**src/rtl/gen_mpfifo.sv**
```systemverilog
`default_nettype none
// ============================================================================
// Module   : gen_mpfifo
// Brief    : Multi-lane FIFO, up to PUSH_W writes and POP_W reads per cycle.
// Revision : 1.0
// ============================================================================
module gen_mpfifo #(
    parameter int  DW     = 64,
    parameter int  AW     = 3,
    parameter int  PUSH_W = 2,
    parameter int  POP_W  = 2,
    localparam int DP     = 2 ** AW,
    localparam int CW     = AW + 1,
    localparam int PNW    = $clog2(PUSH_W + 1),
    localparam int QNW    = $clog2(POP_W + 1)
) (
    input  logic                 CLK,
    input  logic                 RST,
    input  logic                 flush,
    input  logic [PNW-1:0]       push_num,
    input  logic [PUSH_W*DW-1:0] push_data,
    output logic                 push_ready,
    input  logic [QNW-1:0]       pop_num,
    output logic [POP_W*DW-1:0]  pop_data,
    output logic [POP_W-1:0]     pop_vld,
    output logic [QNW-1:0]       pop_done,
    output logic [CW-1:0]        count,
    output logic [CW-1:0]        free_cnt,
    output logic                 fifo_empty,
    output logic                 fifo_full,
    output logic [DP*DW-1:0]     expose_o,
    output logic [DP-1:0]        valid
);

    generate
        if (PUSH_W < 1 || PUSH_W > DP || POP_W < 1 || POP_W > DP) begin : g_param_check
            $error("gen_mpfifo: PUSH_W and POP_W must lie in 1..DP");
        end
    endgenerate

    logic [CW-1:0] rd_ptr_q, rd_ptr_d;
    logic [CW-1:0] wr_ptr_q, wr_ptr_d;
    logic [DP-1:0] vld_q, vld_d;
    logic [DW-1:0] mem_q [DP];
    logic [DW-1:0] mem_d [DP];

    logic [PNW-1:0] push_clamp;
    logic [QNW-1:0] pop_clamp;
    logic [CW-1:0]  push_n;
    logic [CW-1:0]  pop_req;
    logic [CW-1:0]  pop_n;
    logic [CW-1:0]  cnt;
    logic [CW-1:0]  free;
    logic           push_acc;
    logic [DP-1:0]  we;

    // Out-of-range requests saturate rather than wrap.
    assign push_clamp = (push_num > PNW'(PUSH_W)) ? PNW'(PUSH_W) : push_num;
    assign pop_clamp  = (pop_num  > QNW'(POP_W))  ? QNW'(POP_W)  : pop_num;
    assign push_n     = CW'(push_clamp);
    assign pop_req    = CW'(pop_clamp);

    assign cnt        = wr_ptr_q - rd_ptr_q;
    assign free       = CW'(DP) - cnt;
    assign push_ready = (free >= push_n);
    assign push_acc   = push_ready && (push_n != '0);
    assign pop_n      = (pop_req < cnt) ? pop_req : cnt;

    assign count      = cnt;
    assign free_cnt   = free;
    assign fifo_empty = (cnt == '0);
    assign fifo_full  = (cnt == CW'(DP));
    assign pop_done   = QNW'(pop_n);
    assign valid      = vld_q;

    generate
        for (genvar j = 0; j < POP_W; j++) begin : g_pop_lane
            logic [AW-1:0] slot;
            assign slot                 = rd_ptr_q[AW-1:0] + AW'(j);
            assign pop_data[DW*j +: DW] = mem_q[slot];
            assign pop_vld[j]           = (CW'(j) < cnt);
        end

        for (genvar i = 0; i < DP; i++) begin : g_expose
            assign expose_o[DW*i +: DW] = mem_q[i];
        end
    endgenerate

    // Write enables; slot index wraps naturally in AW bits.
    always_comb begin
        we = '0;
        for (int i = 0; i < DP; i++) begin
            mem_d[i] = mem_q[i];
        end
        if (push_acc && !flush) begin
            for (int k = 0; k < PUSH_W; k++) begin
                if (CW'(k) < push_n) begin
                    we[wr_ptr_q[AW-1:0] + AW'(k)]    = 1'b1;
                    mem_d[wr_ptr_q[AW-1:0] + AW'(k)] = push_data[DW*k +: DW];
                end
            end
        end
    end

    always_comb begin
        rd_ptr_d = rd_ptr_q;
        wr_ptr_d = wr_ptr_q;
        vld_d    = vld_q;
        if (flush) begin
            rd_ptr_d = '0;
            wr_ptr_d = '0;
            vld_d    = '0;
        end else begin
            for (int j = 0; j < POP_W; j++) begin
                if (CW'(j) < pop_n) begin
                    vld_d[rd_ptr_q[AW-1:0] + AW'(j)] = 1'b0;
                end
            end
            vld_d    = vld_d | we;
            rd_ptr_d = rd_ptr_q + pop_n;
            if (push_acc) begin
                wr_ptr_d = wr_ptr_q + push_n;
            end
        end
    end

    always_ff @(posedge CLK or posedge RST) begin
        if (RST) begin
            rd_ptr_q <= '0;
            wr_ptr_q <= '0;
            vld_q    <= '0;
            for (int i = 0; i < DP; i++) begin
                mem_q[i] <= '0;
            end
        end else begin
            rd_ptr_q <= rd_ptr_d;
            wr_ptr_q <= wr_ptr_d;
            vld_q    <= vld_d;
            for (int i = 0; i < DP; i++) begin
                mem_q[i] <= mem_d[i];
            end
        end
    end

    a_push_num_legal: assert property (@(posedge CLK) disable iff (RST) push_num <= PNW'(PUSH_W))
        else $error("gen_mpfifo: push_num above PUSH_W");
    a_pop_num_legal: assert property (@(posedge CLK) disable iff (RST) pop_num <= QNW'(POP_W))
        else $error("gen_mpfifo: pop_num above POP_W");

endmodule
`default_nettype wire
```
**config.mk**
```make
export PLATFORM = sky130hd
export DESIGN_NAME = gen_mpfifo
export DESIGN_NICKNAME = d
export VERILOG_FILES = /design/src/rtl/gen_mpfifo.sv
export SDC_FILE = /design/constraint.sdc
export NUM_CORES = 2
export LEC_CHECK = 0
export ABC_AREA = 1
export CAP_MARGIN = 20
export CORE_MARGIN = 5
export CORE_UTILIZATION = 30
export CTS_CLUSTER_DIAMETER = 200
export DETAILED_ROUTE_END_ITERATION = 6
export GPL_TIMING_DRIVEN = 1
export PLACE_DENSITY = 0.6
export SLEW_MARGIN = 40
export SYNTH_ARGS = -nofsm -noshare
export SYNTH_HDL_FRONTEND = slang
export SYNTH_SLANG_ARGS = --single-unit
```
**constraint.sdc**
```tcl
create_clock -name CLK -period 17.94 [get_ports CLK]
set_input_delay 2.691 -clock CLK [delete_from_list [all_inputs] [get_ports CLK]]
set_output_delay 2.691 -clock CLK [all_outputs]
set_load 0.05 [all_outputs]
```
## Word level (Yosys, flattened, before mapping)

Index checks and enable logic that the tools add are counted.
W data, S select, Z words.

| word-level totals | value |
|---|---|
| flip-flop bits (word level) | 528 |
| input bits | 135 |
| word-level logic and storage cells | 102 |

| cells by class | value |
|---|---|
| mux-type cells | 38 |
| order comparisons | 24 |
| add/sub/neg operators | 6 |
| bitwise operators | 10 |
| equal/unequal tests | 1 |
| reductions and logical operators | 12 |

Operator list:

| kind | number |
|---|---|
| $mux W512 | 3 |
| $bwmux W512 | 2 |
| $bmux W64 S3 | 2 |
| $demux W64 S3 | 2 |
| $mux W64 | 6 |
| $mux W8 | 9 |
| $and A8 B8 Y8 | 2 |
| $ge A4 B4 Y1 const B | 4 |
| $lt A1 B4 Y1 const A | 4 |
| $lt A3 B4 Y1 const B | 4 |
| $mux W4 | 4 |
| $not A3 Y4 | 4 |
| $not A8 Y8 | 2 |
| $or A8 B8 Y8 | 2 |
| $demux W1 S3 | 4 |
| $ge A3 B1 Y1 const B | 4 |
| $logic_and A1 B1 Y1 | 8 |
| $lt A4 B1 Y1 const B | 2 |
| $add A3 B1 Y3 const B | 2 |
| $add A4 B2 Y4 | 1 |
| $add A4 B4 Y4 | 1 |
| $eq A4 B4 Y1 const B | 1 |
| $ge A4 B2 Y1 | 1 |
| $gt A2 B2 Y1 const B | 2 |
| other kinds (10) | 15 |

## Longest topological paths before layout

| logic depth | value |
|---|---|
| depth after elaboration | 13 |
| mapped depth | 19 |

## Worst setup path before layout

Ideal clock, no wire load.

| path | value |
|---|---|
| path kind | input port to output port |
| start | in push_num[1] |
| end | out push_ready |
| buffers on the path | 2 |
| data arrival time | 4,157 ps |
| stages | 8 |
| slack | 11,092 ps |
| path through | buf_2 clkbuf_1 nor2_1 ha_1 o21ai_0 nand2_1 nor2_2 nand3_2 |

| on the way | value |
|---|---|
| cells in the longest elaborated chain, start to end | 3 |

RTL lines:

| what | RTL line | RTL |
|---|---|---|
| start, declared | 20 | `input logic [PNW-1:0] push_num,` |
| $gt A2 B2 Y1 | 58 | `assign push_clamp = (push_num > PNW'(PUSH_W)) ? PNW'(PUSH_W) : push_num;` |
| $mux W2 * | 58 |  |
| $ge A4 B2 Y1 * | 65 | `assign push_ready = (free >= push_n);` |
| end, declared | 22 | `output logic push_ready,` |

Mark *: on every way between the ends. The rest lies on a longest branch, timed or not.

## Final worst setup path

| path | value |
|---|---|
| start | reg rd_ptr_q[0] |
| end | out pop_data[112] |

| on the way | value |
|---|---|
| cells in the longest elaborated chain, start to end | 5 |

RTL lines:

| what | RTL line | RTL |
|---|---|---|
| start, declared | 41 | `logic [CW-1:0] rd_ptr_q, rd_ptr_d;` |
| start signal, assigned | 136 | `rd_ptr_q <= rd_ptr_d;` |
| $add A3 B1 Y3 | 79 | `assign slot = rd_ptr_q[AW-1:0] + AW'(j);` |
| $not A3 Y4 (implied by the code) | 80 | `assign pop_data[DW*j +: DW] = mem_q[slot];` |
| $bmux W64 S3 | 80 |  |
| $mux W64 (implied by the code) (2 in series) | 80 |  |
| end, declared | 24 | `output logic [POP_W*DW-1:0] pop_data,` |

No other way between the ends. The select of a mux whose other input is x is not followed.

==> key figures <==
Logic synthesis
  – Register area share after synthesis: about two fifths
  – Synth Net Count: 5113
  – Post-synth ARST share: 100%
  – Yosys reg bits: roughly 530
  – Synth Flop Type: dfrtp_1
  – Post-synth EDFFs: 0
  – Synth Instances: 4961
  – Mapped Avg Cell Area: 6.99 um^2
  – Cell Area, Synth: approximately 35000 um^2
  – Yosys warnings: 0
  – Yosys cell types: 47

CTS
  – Sink Count: 528
  – Clock Tree Root: clkbuf_16
  – Setup Buffers After CTS: 0
  – Clock latency on the worst-skew pair: 0.66 ns
  – Gates resized, CTS repair: 0
  – CTS H-tree depth: 3
  – CTS tree: yes
  – Clk pin slew, worst setup/hold paths: 0.06 ns
  – Clock Path Buffers: 3
  – Post-CTS Hold Buffers: 0
  – Total CTS buffers: between 60 and 70

Critical path
  – Crit path required time: around 15 ns
  – Critical Path Start Type: flop
  – Critical Path Start: rd_ptr_q[0]
  – Worst-path cell chain: ha_1 > inv_1 > nand2_1 > nand2_1 > inv_1 > nand3_2 > clkinv_2 > buf_4 > nand2_1 > o21ai_0 > a221oi_1 > nand2_1 > clkdlybuf4s50_1
  – CP Class: reg -> out
  – Worst path slowest cell: clkdlybuf4s50_1
  – Crit. End Element: output port
  – Crit path top cell by count: nand2_1
  – Max FO, Critical Path: 37
  – Critical path arrival: approximately 5.8 ns
  – Top delay family on crit path: buffers and inverters
  – CP Buf/Inv Count: 5
  – Worst reg2reg startpoint: wr_ptr_q[0]
  – Max stage delay on crit path: 0.82 ns

Detailed routing
  – Final ANT Viol Nets: 0
  – WL final: 219000 um
  – Drt via density: 6.02
  – DRC: 0
  – Initial DRC count: 5571
  – Detailed Routing Iterations Pass 1: 6
  – WL per Instance: 31.0 um
  – Vias: 42600

Global routing
  – Initial antenna violation count: 26
  – Total Routing Usage GR: 34.1%
  – Largest net degree at the start of global routing: roughly 190
  – Total grt overflow: 0
  – Wire length of the first global-routing pass: around 300000 um
  – Vias in the first global route: around 40000

Final layout
  – Layout filler cell count: 11800
  – Commonest non-fill, non-tap cells in the layout: nand2_1, clkdlybuf4s50_1, o21ai_0
  – Share of cells above drive strength 1: around 4.8%
  – Post-layout nets: roughly 5600
  – Synth-to-Final Area Change: 32.7%
  – Final cell count without fillers: roughly 7100
  – Fin area: 46000 um^2
  – Commonest non-fill, non-tap cell in the layout: nand2_1

STA
  – Worst hold margin: between 0.5 and 0.6 ns
  – Rel. slew slack: 36.2%
  – F_max: 118 MHz
  – Final critical-path required period: 8.49 ns
  – Layout Skew: 0.0226 ns
  – Slew Viols, Final: 0
  – Worst-Margin Slew: ~0.96 ns
  – # setup viols final: 0
  – Period utilization: 47.3%
  – Unrepaired setup endpoints after global routing: false
  – Setup tns final: 0 ns
  – Final Hold Vio Count: 0

Outcome
  – Status: finished, final reports clean

Place
  – Hpwl dp: 139000 um
  – Placed Instance Area: approximately 44000 um^2
  – Routability congestion estimate: ~0.94
  – IO Port Bufs: around 800
  – Placed insts: 6914

Floorplan
  – Die extent in x: around 350 um
  – Die Y: 350 um
  – Initial core utilization: 30.3%
  – Core area: between 100000 and 150000 um^2
  – Die area: 122000 um^2
  – Ports: between 700 and 800
  – Row count: 124

Hold path
  – HP Start: expose_o[503]
  – HP Class: reg -> reg

Run
  – Max-cap violations: 0
-- worst reg2reg max path, stage by stage (launching register included) --
cell	delay [ns]
dfrtp_1	0.69
inv_1	0.23
ha_1	0.29
fa_1	0.66
ha_1	0.31
ha_1	0.28
o21ai_0	0.09
nand2_1	0.08
nor2_2	0.04
nand3_2	0.12
nand2_4	0.09
nor2_8	0.57
buf_4	0.77
nand2_4	0.70
buf_4	0.62
nand2_1	0.23
nand2_1	0.06
-- cell usage after synthesis, types with 61 or more instances --
master	instances	area share (%)
a22oi_1	61	1.3
inv_1	379	4.1
buf_2	143	2.1
o21ai_0	609	8.8
nand2_1	1692	18
a221oi_1	135	3.4
o31ai_1	192	4.2
dfrtp_1	528	38
nand3_1	433	6.3
o22ai_1	98	1.8
clkbuf_1	229	2.5
o211ai_1	116	2.5
-- per-stage QoR --
step	setup slack, ns	utilization (%)
floorplan	0.496	-
global placement	9.92	37.9
detailed placement	9.94	38.1
CTS	9.52	40.0
global route	9.34	40.2
finish	9.45	40.2
-- state kept, by name (all words and copies together), names as in the netlist --
register	cells
valid	8
expose_o	512
wr_ptr_q	4
rd_ptr_q	4
-- layer usage --
layer	vias up	track usage (%)	part of all wire, %
met3	827	11.5	13
met5	-	0	0.0032
li1	18100	-	-
met1	20400	40.5	36
met2	3310	52.7	44
met4	2	22.4	7.5
-- cells by family (layout without fill, tap and decap cells) --
family	after synthesis	after routing	synth area share [%]
simple gates	2233	2233	26.3
flops	528	528	38.1
xor+xnor	2	2	0.0722
buf+inv	835	1399	10.1
other cells	1	27	0.0108
fa+ha+maj	17	17	0.679
compound gates	1345	1345	24.7
-- path summary, 6_finish.rpt --
kind | cells after the start | slack [ns] | end
max | 13 | 9.45 | pop_data[112]
max reg2reg | 16 | 11.97 | expose_o[508]
min | 2 | 0.51 | expose_o[503]
min reg2reg | 2 | 0.51 | expose_o[503]
min in group asynchronous | 2 | 2.39 | expose_o[0]
max in group asynchronous | 6 | 13.10 | expose_o[155]
-- final cells by class --
type,count,area [um^2],share of cell area [%]
Antenna cell,26,65.1,0.141
Clock buffer,106,2100,4.57
Timing Repair Buffer,884,8810,19.2
Multi-Input combinational cell,3598,18200,39.6
Inverter,395,1540,3.34
Tap cell,1512,1890,4.11
Sequential cell,528,13200,28.7
Clock inverter,14,156,0.340
Power is left out: the tool's default activity adds up to more than one toggle a clock period on the data nets, which glitch-free logic cannot reach.
